==> src/rtl/mem_stream_reader_if.sv <==
// Bundle of control, memory-port and output-stream signals for mem_stream_reader.
// master: the reader itself; slave: the environment (controller, memory, consumer).
interface mem_stream_reader_if #(
   parameter int ADDR_W = 12,
   parameter int DATA_W = 16
);
   logic              start;
   logic [ADDR_W-1:0] base_addr;
   logic [ADDR_W:0]   length;
   logic              busy;
   logic              done;
   logic [ADDR_W-1:0] mem_address;
   logic              mem_wren;
   logic [DATA_W-1:0] mem_data;
   logic [DATA_W-1:0] mem_q;
   logic [DATA_W-1:0] out_data;
   logic              out_valid;
   logic              out_ready;

   modport master (
      input  start, base_addr, length, mem_q, out_ready,
      output busy, done, mem_address, mem_wren, mem_data, out_data, out_valid
   );

   modport slave (
      output start, base_addr, length, mem_q, out_ready,
      input  busy, done, mem_address, mem_wren, mem_data, out_data, out_valid
   );
endinterface

==> src/rtl/mem_stream_reader.sv <==
// Burst reader: streams `length` words from a single-port synchronous-read
// memory, starting at base_addr and wrapping at the top of the address space,
// through a small credit-controlled output FIFO.
module mem_stream_reader #(
   parameter int ADDR_W     = 12,
   parameter int DATA_W     = 16,
   parameter int FIFO_DEPTH = 2
) (
   input  logic                clock,
   input  logic                reset,
   mem_stream_reader_if.master bus
);
   localparam int CNT_W = $clog2(FIFO_DEPTH + 1);

   typedef enum logic {IDLE, RUN} state_t;

   state_t                            state;
   logic [ADDR_W:0]                   remaining;
   logic                              inflight;
   logic [CNT_W-1:0]                  count;
   logic [FIFO_DEPTH-1:0][DATA_W-1:0] fifo_q;
   logic [FIFO_DEPTH-1:0][DATA_W-1:0] fifo_nxt;
   logic [CNT_W:0]                    occupancy;
   logic [CNT_W-1:0]                  wr_idx;
   logic                              valid;
   logic                              pop;
   logic                              push;
   logic                              issue;
   logic                              last;

   assign valid         = (count != '0);
   assign bus.out_valid = valid;
   assign bus.out_data  = fifo_q[0];
   assign bus.mem_wren  = 1'b0;
   assign bus.mem_data  = '0;

   // Credit check, issue decision and next FIFO contents (head always at entry 0)
   always_comb begin
      pop       = valid && bus.out_ready;
      push      = inflight;
      occupancy = {1'b0, count} + {{CNT_W{1'b0}}, inflight} - {{CNT_W{1'b0}}, pop};
      issue     = (state == RUN) && (remaining != '0) &&
                  (occupancy < (CNT_W + 1)'(FIFO_DEPTH));
      last      = (state == RUN) && pop && (remaining == '0) && !inflight &&
                  (count == CNT_W'(1));
      wr_idx    = pop ? (count - CNT_W'(1)) : count;
      fifo_nxt  = fifo_q;
      if (pop) begin
         for (int unsigned i = 0; i + 1 < FIFO_DEPTH; i++) begin
            fifo_nxt[i] = fifo_q[i + 1];
         end
      end
      if (push) begin
         for (int unsigned i = 0; i < FIFO_DEPTH; i++) begin
            if (CNT_W'(i) == wr_idx) begin
               fifo_nxt[i] = bus.mem_q;
            end
         end
      end
   end

   // Burst control FSM: capture request, step address per issue, finish on last transfer
   always_ff @(posedge clock or posedge reset) begin
      if (reset) begin
         state           <= IDLE;
         bus.busy        <= 1'b0;
         bus.done        <= 1'b0;
         bus.mem_address <= '0;
         remaining       <= '0;
         inflight        <= 1'b0;
      end else begin
         bus.done <= 1'b0;
         inflight <= issue;
         case (state)
            IDLE: begin
               if (bus.start) begin
                  if (bus.length != '0) begin
                     state           <= RUN;
                     bus.busy        <= 1'b1;
                     bus.mem_address <= bus.base_addr;
                     remaining       <= bus.length;
                  end else begin
                     bus.done <= 1'b1;
                  end
               end
            end
            RUN: begin
               if (issue) begin
                  bus.mem_address <= bus.mem_address + ADDR_W'(1);
                  remaining       <= remaining - (ADDR_W + 1)'(1);
               end
               if (last) begin
                  state    <= IDLE;
                  bus.busy <= 1'b0;
                  bus.done <= 1'b1;
               end
            end
            default: state <= IDLE;
         endcase
      end
   end

   // Output FIFO storage and occupancy
   always_ff @(posedge clock or posedge reset) begin
      if (reset) begin
         fifo_q <= '0;
         count  <= '0;
      end else begin
         fifo_q <= fifo_nxt;
         case ({push, pop})
            2'b10:   count <= count + CNT_W'(1);
            2'b01:   count <= count - CNT_W'(1);
            default: count <= count;
         endcase
      end
   end
endmodule
==> src/flat_wrapper.sv <==
// flat-port wrapper written by rule: the top's interface ports become plain ports
module mem_stream_reader_flat 
#(
   parameter int ADDR_W     = 12,
   parameter int DATA_W     = 16,
   parameter int FIFO_DEPTH = 2
)
  (clock, reset, bus_start, bus_base_addr, bus_length, bus_mem_q, bus_out_ready, bus_busy, bus_done, bus_mem_address, bus_mem_wren, bus_mem_data, bus_out_data, bus_out_valid);
  mem_stream_reader_if #(.ADDR_W(ADDR_W), .DATA_W(DATA_W)) bus_i ();
  input  logic clock;
  input  logic reset;
  input wire logic [$bits(bus_i.start)-1:0] bus_start;
  input wire logic [$bits(bus_i.base_addr)-1:0] bus_base_addr;
  input wire logic [$bits(bus_i.length)-1:0] bus_length;
  input wire logic [$bits(bus_i.mem_q)-1:0] bus_mem_q;
  input wire logic [$bits(bus_i.out_ready)-1:0] bus_out_ready;
  output wire logic [$bits(bus_i.busy)-1:0] bus_busy;
  output wire logic [$bits(bus_i.done)-1:0] bus_done;
  output wire logic [$bits(bus_i.mem_address)-1:0] bus_mem_address;
  output wire logic [$bits(bus_i.mem_wren)-1:0] bus_mem_wren;
  output wire logic [$bits(bus_i.mem_data)-1:0] bus_mem_data;
  output wire logic [$bits(bus_i.out_data)-1:0] bus_out_data;
  output wire logic [$bits(bus_i.out_valid)-1:0] bus_out_valid;
  assign bus_i.start = bus_start;
  assign bus_i.base_addr = bus_base_addr;
  assign bus_i.length = bus_length;
  assign bus_i.mem_q = bus_mem_q;
  assign bus_i.out_ready = bus_out_ready;
  assign bus_busy = bus_i.busy;
  assign bus_done = bus_i.done;
  assign bus_mem_address = bus_i.mem_address;
  assign bus_mem_wren = bus_i.mem_wren;
  assign bus_mem_data = bus_i.mem_data;
  assign bus_out_data = bus_i.out_data;
  assign bus_out_valid = bus_i.out_valid;
  mem_stream_reader #(.ADDR_W(ADDR_W), .DATA_W(DATA_W), .FIFO_DEPTH(FIFO_DEPTH)) u_core (.clock(clock), .reset(reset), .bus(bus_i));
endmodule
==> config.mk <==
export PLATFORM = sky130hd
export DESIGN_NAME = mem_stream_reader_flat
export DESIGN_NICKNAME = d
export VERILOG_FILES = /design/src/rtl/mem_stream_reader_if.sv /design/src/rtl/mem_stream_reader.sv /design/src/flat_wrapper.sv
export SDC_FILE = /design/constraint.sdc
export NUM_CORES = 1
export LEC_CHECK = 0
export BUFFER_PORTS_ARGS = -buffer_cell sky130_fd_sc_hd__clkbuf_2
export CAP_MARGIN = 20
export CORE_ASPECT_RATIO = 0.9
export CORE_MARGIN = 8
export CORE_UTILIZATION = 53
export DETAILED_ROUTE_END_ITERATION = 10
export GPL_ROUTABILITY_DRIVEN = 0
export PLACE_DENSITY = 0.8
export SLEW_MARGIN = 25
export SYNTH_ARGS = -nofsm -noshare
export SYNTH_HDL_FRONTEND = slang
export SYNTH_SLANG_ARGS = --single-unit
==> constraint.sdc <==
create_clock -name clock -period 3.1 [get_ports clock]
set_input_delay 0.62 -clock clock [delete_from_list [all_inputs] [get_ports clock]]
set_output_delay 0.62 -clock clock [all_outputs]
set_load 0.01 [all_outputs]
==> Word level (Yosys, flattened, before mapping) <==
Index checks and enable logic that the tools add are counted.
Widths: inputs -> output; s select.
{ "totals": {"register_bits": 63, "in_bits": 45, "elab_cells": 67, "output_inout_bits": 48} }
{ "classes": {"n_addsub": 6, "n_reduce_logical": 17, "n_bitwise": 1, "order_cmp": 1, "n_eq_ne": 8, "muxes": 25} }
{ "ops": {"columns": ["operator", "n"], "rows": [
  ["$mux 16", 3],
  ["$mux 13", 3],
  ["$mux 12", 3],
  ["$pmux 13 s2", 1],
  ["$reduce_bool 13->1", 2],
  ["$pmux 12 s2", 1],
  ["$logic_not 13->1", 1],
  ["$sub 13x1->13 const B", 1],
  ["$add 12x1->12 const B", 1],
  ["$mux 1", 9],
  ["$logic_and 1x1->1", 7],
  ["$ne 2x2->1 const B", 3],
  ["$pmux 1 s2", 3],
  ["$reduce_and 3->1", 2],
  ["$eq 2x1->1 const B", 2],
  ["$pmux 2 s2", 1],
  ["$reduce_bool 2->1", 2],
  ["$add 2x1->3", 1],
  ["$lt 3x2->1 const B", 1],
  ["$sub 3x1->3", 1],
  ["$add 2x1->2 const B", 1],
  ["$eq 1x2->1 const A", 1],
  ["$eq 2x2->1 const B", 1],
  ["$logic_not 2->1", 1],
  ["6 further kinds", 6]
]} }

==> Longest topological paths before layout <==
Gate-level depths: netlist (run 1).
{ "logic_depth": {"depth_word": 8, "depth_mapped": 13, "depth_no_buf": 11} }

==> Least setup slack after synthesis (run 1) <==
Ideal clock, no wire load.
{ "synth_path": {"kind": "reg-to-reg", "from": "register u_core.count[1]", "to": "register u_core.remaining[8]", "setup_ps": 121, "stages_incl_launch_ff": 13, "setup_slack_ps": 281, "arrival_ps": 2697, "period_less_slack_ps": 2819, "n_path_buf": 1, "path_cell_list": "dfrtp_1 inv_1 ha_1 nor2b_1 buf_2 xor2_1 nand2_1 fa_1 xnor2_1 and3_4 a22oi_2 o21ba_1 o22a_1"} }
{ "synth_between": {"elab_chain_cells": 7} }
{ "synth_rtl": {"columns": ["element", "line", "text"], "rows": [
  ["start: declaration", "mem_stream_reader.sv:20", "logic [CNT_W-1:0] count;"],
  ["start signal: assignment", "mem_stream_reader.sv:111", "2'b10: count <= count + CNT_W'(1);"],
  ["start signal: assignment", "mem_stream_reader.sv:112", "2'b01: count <= count - CNT_W'(1);"],
  ["start signal: assignment", "mem_stream_reader.sv:113", "default: count <= count;"],
  ["branches (longest 2 deep; another with $add 2x1->3)", null, null],
  ["$sub 3x1->3 (*)", "mem_stream_reader.sv:41", "occupancy = {1'b0, count} + {{CNT_W{1'b0}}, inflight} - {{CNT_W{1'b0}}, pop};"],
  ["$lt 3x2->1 (*)", "mem_stream_reader.sv:43", "(occupancy < (CNT_W + 1)'(FIFO_DEPTH));"],
  ["$logic_and 1x1->1 (*)", "mem_stream_reader.sv:42", "issue = (state == RUN) && (remaining != '0) &&"],
  ["$ne 2x2->1 (no source line) (*)", null, null],
  ["$reduce_and 3->1 (no source line) (*)", null, null],
  ["end signal: assignment", "mem_stream_reader.sv:81", "remaining <= bus.length;"],
  ["end signal: assignment", "mem_stream_reader.sv:90", "remaining <= remaining - (ADDR_W + 1)'(1);"],
  ["end: declaration", "mem_stream_reader.sv:18", "logic [ADDR_W:0] remaining;"]
]} }
Mark *: on every way between the ends.
A chain may end at the register's enable or synchronous reset.

==> Final worst setup path (run 1) <==
{ "layout_path": {"from": "register u_core.count[0]", "to": "register u_core.remaining[6]"} }
The elaborated chain is that of the path after synthesis.

==> flow_metrics.py, run 1 <==
metrics = {
    "status": {
        "status": "completed",
    },
    "power": {
        "power_density_nw_per_um2": 1050,
        "p_int_mw": 2.53,
        "power.switching_mw": 1.84,
        "combPwrFrac_pct": 48.8,
        "p_sw_share_pct": 42.2,
        "power.leakage_nw": 1.96,
        "seqPwrFrac_pct": 36.7,
        "clock_power_share_pct": 14.5,
        "fin_total_pwr_mw": 4.37,
        "ir_drop_uv": 422,
    },
    "global_routing": {
        "antenna_found_initial": 0,
        "overflow": 0,
        "grt_pass1_wl_mm": 13.7,
        "grt_max_degree": 60,
        "grt_use_total_pct": 17.8,
        "first_global_vias": 2839,
    },
    "synthesis": {
        "synthMuxAreaShare_pct": 5.78,
        "yosys-top-cells-area": "dfrtp_1, buf_4, nand2_1",
        "yosys_warnings": 0,
        "synthAdderAreaFrac_pct": 2.27,
        "netlist_instances": 392,
        "synthXorXnorAreaFrac_pct": 0.722,
        "synth_compound_area_share_pct": 18.0,
        "synth_top_area_share_pct": 43.3,
        "synth.distinct_cells": 54,
        "yosys.area.top_type": "dfrtp_1",
        "yosysSeqAreaShare_pct": 43.3,
        "synth_top_family_by_area": "simple AND/OR/NAND/NOR gates",
        "ys_ff_latch": 63,
        "synth-simple-area-share_pct": 19.1,
        "avgSynthCellArea_um2": 9.29,
        "syn_area_um2": 3640,
    },
    "timing": {
        "max_freq_mhz": 351,
        "worst_pin_slew_ns": 0.657,
        "relSlewSlack_pct": 56.1,
        "period_needed_ns": 2.85,
        "skew_ns": 0.00992,
        "hold_ws_ns": 0.352,
        "final_hold_viol_count": 0,
        "setup_viol": 0,
        "drv_slew": 0,
        "rsz0062_at_grt": "false",
        "tns_ns": 0,
        "period_share_pct": 91.9,
        "worst_slack_ns": 0.250,
    },
    "critical_path": {
        "crit_fanout": 5,
        "crit_type": "reg -> reg",
        "end_kind": "register",
        "worstPathArrival_ns": 3.07,
        "worstSetupStartpointType": "register",
        "required_ns": 3.32,
    },
    "min_path": {
        "hold_class": "in -> async",
    },
    "detailed_routing": {
        "firstDrtPassIters": 6,
        "vias_per_cell": 5.39,
        "first_iter_violations": 221,
        "drt-total-wl_mm": 8.55,
        "drc": 0,
        "wl_per_cell_um": 15.6,
        "dr_total_vias": 2961,
        "ant_nets": 0,
    },
    "floorplanning": {
        "die_area_um2": 9780,
        "rows": 28,
        "die_h_um": 94.6,
        "start_util_pct": 55.0,
        "io_pins": 93,
        "die_w_um": 103,
        "coreArea_um2": 6620,
    },
    "layout": {
        "final_area_um2": 4150,
        "n_antenna_cell": 0,
        "regArea_um2": 1580,
        "filler_cell_count": 573,
        "fin_nets": 505,
        "final_core_util_pct": 62.7,
        "synthToLayoutAreaGrowth_pct": 14.1,
        "layout.cells.non_filler": 549,
        "drive_above_1_share_pct": 30.9,
        "multiInputGateArea_um2": 1740,
    },
    "placement": {
        "hpwl_mm": 6.12,
        "dp_cells": 528,
        "placed_cell_area_um2": 3930,
        "portBuffers": 75,
        "pre_cts_ws_ns": 0.225,
    },
    "clocking": {
        "cts_tree": "done",
        "clkSinkCount": 63,
        "cts_root_buf": "clkbuf_8",
        "path_clk_slew_ns": 0.08,
        "clk_latency_ns": 0.34,
        "cts_inserted_buffers": 9,
        "cts_buffer_depth": 2,
        "htree_levels": 3,
    },
    "job": {
        "drv_cap": 0,
    },
}
cell type report:
cell class	instances	share of cell area [%]
Sequential cell	63	38.0
Clock inverter	7	1.18
Multi-Input combinational cell	281	41.8
Clock buffer	9	2.98
Timing Repair Buffer	89	12.5
Tap cell	90	2.71
Inverter	10	0.904
sequential cells by signal, summed over array words and instances (netlist names):
register	count
u_core.remaining	13
u_core.bus.mem_address	12
u_core.bus.busy	1
u_core.bus.out_data	16
u_core.count	2
u_core.inflight	1
u_core.fifo_q	16
u_core.state	1
u_core.bus.done	1
what timing repair did:
| action | CTS | global route |
|---|---|---|
| hold buffers | 0 | 0 |
| endpoints found under the setup margin | 0 | 10 |
| gates resized for setup | 0 | 1 |
| setup buffers | 0 | 5 |
| hold endpoints to repair | 0 | 0 |
cell usage after synthesis (all sizes together):
library cell,n
clkbuf,7
conb,1
buf,47
a21o,2
mux2i,3
a21oi,30
nand4,7
nand2b,3
a22oi,2
o22ai,4
mux2,16
o22a,6
and3,5
xnor2,2
nor2b,1
nor3,9
o2bb2ai,1
xor2,1
or4,1
nand2,54
a31oi,20
o21ai,23
o211ai,1
nor3b,2
fa,1
ha,5
o2bb2a,1
a41oi,4
nor2,34
a21boi,1
a2bb2oi,2
nand3,12
inv,10
o21ba,1
nor4,4
o21a,1
and4,4
a211oi,1
dfrtp,63
worst paths after layout:
path	start	to	slack [ns]	cells past startpoint
worst min register to register	u_core.bus.busy	u_core.bus.busy	0.50	1
min in group clock	u_core.bus.busy	u_core.bus.busy	0.50	1
worst max register to register	u_core.count[0]	u_core.remaining[6]	0.25	11
max in group asynchronous	reset	u_core.fifo_q[19]	2.12	3
worst min-delay path	reset	u_core.bus.mem_address[10]	0.35	2
worst max-delay path	u_core.count[0]	u_core.remaining[6]	0.25	11
placed cells by master, fill, tap and decap left out, drive strengths merged, types with 5 or more instances in the layout:
cell    synthesis  final
a31oi          20     20
and3            5      5
o22a            6      6
a21oi          30     30
conb            1     17
nand2          54     54
clkbuf          7     84
nor3            9      9
buf            47     14
nor2           34     34
ha              5      5
mux2           16     16
nand4           7      7
nand3          12     12
inv            10     11
o21ai          23     23
dfrtp          63     63
layer usage:
layer  up-vias  wire [um]  global-route usage [%]  share of wire, %
li1       1472          -                       -                 -
met1      1375       3560                    23.4                42
met2       108       4230                    27.3                49
met3         6        711                    6.25               8.3
met4         0         53                    4.45              0.62
met5         -          0                       0                 0
power groups by stage:
stage / registers (mW) / logic (mW) / clock network [mW]
after floorplan: 1.55 / 1.56 / 0
after global placement: 1.58 / 1.89 / 0
after detailed placement: 1.60 / 1.98 / 0
after CTS: 1.59 / 1.98 / 0.652
after global routing: 1.66 / 2.36 / 0.682
final: 1.60 / 2.13 / 0.633
kinds of logic after synthesis:
| group | Yosys count |
|---|---|
| DFF | 63 |
| other | 1 |
| and+or+nand+nor | 136 |
| buffers and inverters | 64 |
| xor gates and xnor gates | 3 |
| AOI/OAI and AO/OA | 100 |
| muxes | 19 |
| adders and majority gates | 6 |
critical path, cell delays in order, from the launching register on:
cell and delay, ns:
dfrtp_1 0.42, inv_1 0.12, ha_1 0.23, nor2b_2 0.15, xor2_1 0.25, nand2_1 0.11, fa_1 0.39, xnor2_1 0.20
nand3_1 0.17, o22ai_4 0.34, buf_4 0.17, o2bb2a_2 0.20
Note: power is estimated with default switching activity, not from simulation.
==> run 2: changes to the inputs <==
Settings changed: CELL_PAD_IN_SITES_DETAIL_PLACEMENT set to 0, CELL_PAD_IN_SITES_GLOBAL_PLACEMENT set to 1, CORE_UTILIZATION 53 to 40, PLACE_DENSITY 0.8 to not set, PLACE_DENSITY_LB_ADDON set to 0.1.
==> flow_metrics.py, run 2 (synthesis results as in run 1) <==
metrics = {
    "floorplanning": {
        "die_h_um": 106,
        "rows": 33,
        "coreArea_um2": 8960,
        "die_w_um": 117,
        "io_pins": 93,
        "start_util_pct": 40.6,
        "die_area_um2": 12400,
    },
    "detailed_routing": {
        "vias_per_cell": 5.15,
        "wl_per_cell_um": 15.4,
        "firstDrtPassIters": 4,
        "drt-total-wl_mm": 8.92,
        "first_iter_violations": 165,
        "dr_total_vias": 2979,
        "drc": 0,
        "ant_nets": 0,
    },
    "layout": {
        "layout.cells.non_filler": 579,
        "final_area_um2": 4210,
        "drive_above_1_share_pct": 30.6,
        "filler_cell_count": 883,
        "final_core_util_pct": 47.0,
        "final_cell_mix": "clkbuf_2, dfrtp_1, nand2_1",
        "fin_nets": 503,
        "n_antenna_cell": 0,
        "final_common_cell": "clkbuf_2",
        "synthToLayoutAreaGrowth_pct": 15.7,
    },
    "placement": {
        "dp_cells": 563,
        "placed_cell_area_um2": 3980,
        "hpwl_mm": 6.36,
        "pre_cts_ws_ns": 0.364,
        "portBuffers": 75,
    },
    "global_routing": {
        "grt_pass1_wl_mm": 15.0,
        "antenna_found_initial": 0,
        "grtUsageMet2_pct": 24.0,
        "grt_use_total_pct": 15.2,
        "grt-busiest-layer": "met2",
        "overflow": 0,
        "grt_use_met3_pct": 4.76,
        "first_global_vias": 3008,
        "grt_max_degree": 64,
        "use_met1_pct": 19.9,
    },
    "timing": {
        "drv_slew": 0,
        "final_hold_viol_count": 0,
        "rsz0062_at_grt": "false",
        "hold_ws_ns": 0.494,
        "tns_ns": 0,
        "max_freq_mhz": 363,
        "setup_viol": 0,
        "period_needed_ns": 2.76,
        "worst_slack_ns": 0.345,
        "relSlewSlack_pct": 45.1,
        "worst_pin_slew_ns": 0.823,
        "period_share_pct": 88.9,
        "skew_ns": 0.00918,
    },
    "clocking": {
        "cts_buffer_depth": 2,
        "cts.repair.resized": 0,
        "hold_buffers": 0,
        "cts_tree": "done",
        "post-cts-setup-buffer-count": 0,
        "path_clk_slew_ns": 0.08,
        "htree_levels": 3,
        "cts_inserted_buffers": 9,
        "clkSinkCount": 63,
        "clk_latency_ns": 0.34,
        "cts_root_buf": "clkbuf_8",
    },
    "min_path": {
        "hold_class": "reg -> reg",
    },
    "critical_path": {
        "end_kind": "register",
        "required_ns": 3.32,
        "crit_fanout": 6,
        "worstSetupStartpointType": "register",
        "worstPathArrival_ns": 2.98,
        "crit_type": "reg -> reg",
    },
    "status": {
        "status": "completed",
    },
    "power": {
        "fin_total_pwr_mw": 4.42,
        "power_density_nw_per_um2": 1050,
        "power.leakage_nw": 1.97,
        "ir_drop_uv": 355,
    },
    "job": {
        "drv_cap": 0,
    },
}
-- run 2: cell types whose count changed in the layout (fill, tap and decap cells not counted) --
cell and change:
buf_12 -2, clkinv_4 +1, bufinv_16 +2, clkinv_2 -2, clkbuf_8 +1, clkinvlp_4 -2
-- run 2: path summary, 6_finish.rpt --
path / slack, ns / cells past startpoint / startpoint / end
min in group asynchronous: 0.50 / 3 / reset / u_core.bus.mem_address[9]
hold / removal: 0.49 / 1 / u_core.bus.busy / u_core.bus.busy
setup reg to reg: 0.34 / 11 / u_core.count[0] / u_core.remaining[8]
setup / recovery: 0.34 / 11 / u_core.count[0] / u_core.remaining[8]
hold reg to reg: 0.49 / 1 / u_core.bus.busy / u_core.bus.busy
max in group asynchronous: 2.06 / 3 / reset / u_core.fifo_q[20]
-- run 2: routing by layer --
layer  vias to the layer above  share of wire, %
li1                       1469                 -
met1                      1436                46
met2                        67                46
met3                         7               6.8
met4                         0              0.74
met5                         -                 0
-- run 2: layout make-up --
class / count / area (um^2) / area share (%)
Clock buffer: 10 / 138 / 3.27
Clock inverter: 6 / 92.6 / 2.20
Inverter: 10 / 37.5 / 0.892
Multi-Input combinational cell: 281 / 1740 / 41.2
Sequential cell: 63 / 1580 / 37.4
Tap cell: 122 / 153 / 3.63
Timing Repair Buffer: 87 / 478 / 11.4
-- run 2: power breakdown --
group          switching [mW]  internal (mW)  total [mW]
registers               0.362           1.22        1.59
clock network           0.345          0.479       0.823
logic                    1.10          0.905        2.01
-- run 2: worst max-delay path, stage by stage, from the launching register on --
cell     delay, ns
dfrtp_1       0.40
inv_1         0.11
ha_1          0.24
nor2b_2       0.14
xor2_1        0.22
nand2_1       0.10
fa_1          0.38
xnor2_1       0.15
and3_4        0.20
a22oi_2       0.32
o21ba_1       0.20
o22a_1        0.18
==> run 3: changes to the inputs <==
Settings changed: ABC_AREA set to 1, CORE_UTILIZATION 40 to 38, GPL_TIMING_DRIVEN set to 0, SLEW_MARGIN 25 to not set.
==> flow_metrics.py, run 3 <==
metrics = {
    "synthesis": {
        "yosys.area.top_type": "dfrtp_1",
        "synthTopCellsByCount": "nand2_1, dfrtp_1, inv_1",
        "synth.distinct_cells": 35,
        "yosysMostFrequentCell": "nand2_1",
        "synth_edf_count": 0,
        "yosys-top-cells-area": "dfrtp_1, nand2_1, buf_4",
        "yosys_warnings": 0,
        "yosysSeqAreaShare_pct": 40.4,
        "syn_area_um2": 3900,
        "synth_ff_type": "dfrtp_1",
        "avgSynthCellArea_um2": 7.01,
        "ys_ff_latch": 63,
        "synth_top_area_share_pct": 40.4,
        "netlist_instances": 557,
        "ys_async_sr_fraction_pct": 100,
    },
    "power": {
        "seqPwrFrac_pct": 28.9,
        "clock_power_share_pct": 21.2,
        "ir_drop_uv": 434,
        "p_int_mw": 2.87,
        "fin_total_pwr_mw": 5.04,
        "p_sw_share_pct": 43.0,
        "power.leakage_nw": 2.71,
        "power.switching_mw": 2.17,
        "power_density_nw_per_um2": 1050,
        "combPwrFrac_pct": 49.9,
    },
    "critical_path": {
        "crit_type": "reg -> reg",
        "worstSetupStartpointType": "register",
        "r2r_end": "u_core.bus.mem_address[4]",
        "required_ns": 3.37,
        "end_kind": "register",
        "crit_fanout": 13,
        "r2r-start": "u_core.count[1]",
        "ff2ff_path_depth": 16,
        "r2r_slack_ns": 0.31,
        "worstPathArrival_ns": 3.06,
        "cp-endpoint": "u_core.bus.mem_address[4]",
        "critPathLaunch": "u_core.count[1]",
    },
    "floorplanning": {
        "start_util_pct": 38.6,
        "die_w_um": 123,
        "io_pins": 93,
        "coreArea_um2": 10100,
        "die_area_um2": 13800,
        "die_h_um": 112,
        "rows": 35,
    },
    "clocking": {
        "htree_levels": 3,
        "cts_buffer_depth": 2,
        "clk_latency_ns": 0.33,
        "clkSinkCount": 63,
        "cts_tree": "done",
        "cts_root_buf": "clkbuf_16",
        "cts_inserted_buffers": 9,
        "path_clk_slew_ns": 0.05,
    },
    "placement": {
        "dp_cells": 777,
        "pre_cts_ws_ns": 0.0915,
        "hpwl_mm": 7.55,
        "portBuffers": 75,
    },
    "timing": {
        "period_needed_ns": 2.79,
        "tns_ns": 0,
        "worst_slack_ns": 0.306,
        "max_freq_mhz": 358,
        "drv_slew": 0,
        "skew_ns": 0.00693,
        "worst_pin_slew_ns": 0.804,
        "setup_viol": 0,
        "period_share_pct": 90.1,
        "relSlewSlack_pct": 46.4,
        "rsz0062_at_grt": "false",
        "final_hold_viol_count": 0,
    },
    "layout": {
        "synthToLayoutAreaGrowth_pct": 23.5,
        "final_cell_mix": "nand2_1, clkbuf_2, dfrtp_1",
        "drive_above_1_share_pct": 23.5,
        "layout.cells.non_filler": 792,
        "final_common_cell": "nand2_1",
        "n_antenna_cell": 0,
        "fin_nets": 709,
    },
    "global_routing": {
        "overflow": 0,
        "antenna_found_initial": 0,
        "grt_use_total_pct": 16.2,
        "grt_max_degree": 64,
        "first_global_vias": 3616,
        "grt_pass1_wl_mm": 17.8,
    },
    "detailed_routing": {
        "first_iter_violations": 317,
        "dr_total_vias": 3634,
        "drt-total-wl_mm": 10.4,
        "drc": 0,
        "firstDrtPassIters": 5,
        "vias_per_cell": 4.59,
        "ant_nets": 0,
        "wl_per_cell_um": 13.2,
    },
    "job": {
        "drv_cap": 0,
    },
    "status": {
        "status": "completed",
    },
    "min_path": {
        "hold_class": "in -> async",
    },
}
[run 3: cell count changes in the layout (fill, tap and decap cells not counted), sizes merged, moves of 5 or more]
cell / before / now
buf: 12 / 48
o21ai: 23 / 44
mux2: 16 / 0
inv: 11 / 47
nor3: 9 / 3
or2: 0 / 5
a31oi: 20 / 0
o22a: 6 / 0
nand2: 54 / 249
nand3: 12 / 33
and3: 5 / 0
a21oi: 30 / 3
[run 3: worst min path at each step]
stage	from	end	slack (ns)	cells past startpoint
6_report	reset	u_core.bus.mem_address[10]	0.44	2
5_1_grt	u_core.fifo_q[16]	u_core.fifo_q[16]	0.51	2
4_1_cts	reset	u_core.remaining[5]	0.48	2
3_5_place_dp	u_core.fifo_q[31]	u_core.fifo_q[31]	0.47	2
3_3_place_gp	u_core.remaining[1]	u_core.remaining[1]	0.47	2
2_1_floorplan	u_core.remaining[1]	u_core.remaining[1]	0.45	2
[run 3: power groups by stage]
stage | combinational (mW) | sequential (mW) | clock, mW
2_1_floorplan | 1.87 | 1.42 | 0
3_3_place_gp | 2.49 | 1.46 | 0
3_5_place_dp | 2.54 | 1.47 | 0
4_1_cts | 2.56 | 1.46 | 1.10
5_1_grt | 2.89 | 1.51 | 1.13
6_report | 2.52 | 1.46 | 1.07
[run 3: area by class of cell]
type	instances	area (um^2)
tap	129	161
buffer	51	355
inverter	47	179
fill	1085	5290
timing repair buffer	75	375
clock buffer	10	229
clock inverter	6	85.1
sequential	63	1580
multi-input combinational	411	1860
[run 3: per-layer routing]
layer	wire length, um	track usage, %
met1	5050	21.6
met3	793	5.02
met5	0	0
met4	148	5.19
met2	4440	24.2
[run 3: through the flow]
| step | hold WS, ns | cell area [um^2] | utilization [%] |
|---|---|---|---|
| 6_report | 0.437 | 4820 | 47.7 |
| 2_1_floorplan | 0.453 | 3970 | - |
| 3_5_place_dp | 0.474 | 4500 | 44.5 |
| 4_1_cts | 0.476 | 4820 | 47.6 |
| 5_1_grt | 0.509 | 4820 | 47.7 |
| 3_3_place_gp | 0.470 | 4500 | 44.5 |
[run 3: kinds of logic (layout without fill, tap and decap cells)]
group | after synthesis | count (layout) | synth area share [%]
flops | 63 | 63 | 40.4
fa+ha+maj | 6 | 6 | 2.11
compound gates | 54 | 54 | 7.43
simple gates | 329 | 329 | 35.1
other cells | 1 | 17 | 0.0960
xor+xnor | 3 | 3 | 0.673
buf+inv | 99 | 189 | 13.7
mux | 2 | 2 | 0.513
[run 3: timing repair]
| item | CTS | global route |
|---|---|---|
| resized for setup | 0 | 2 |
| hold buffers | 0 | 0 |
| endpoints found under the setup margin | 0 | 21 |
| buffers inserted | 0 | 0 |
[run 3: critical path, stage by stage (launching register included)]
cell and delay [ns]:
dfrtp_1 0.38, inv_1 0.12, ha_1 0.21, inv_2 0.08, nand2_4 0.12, nor2_4 0.15
inv_1 0.05, nand2_1 0.10, nand2_1 0.08, fa_1 0.51, nand2_2 0.07, nor3_4 0.22
nand2_4 0.09, a21oi_2 0.19, buf_4 0.22, nand2_1 0.07, nand2_1 0.06
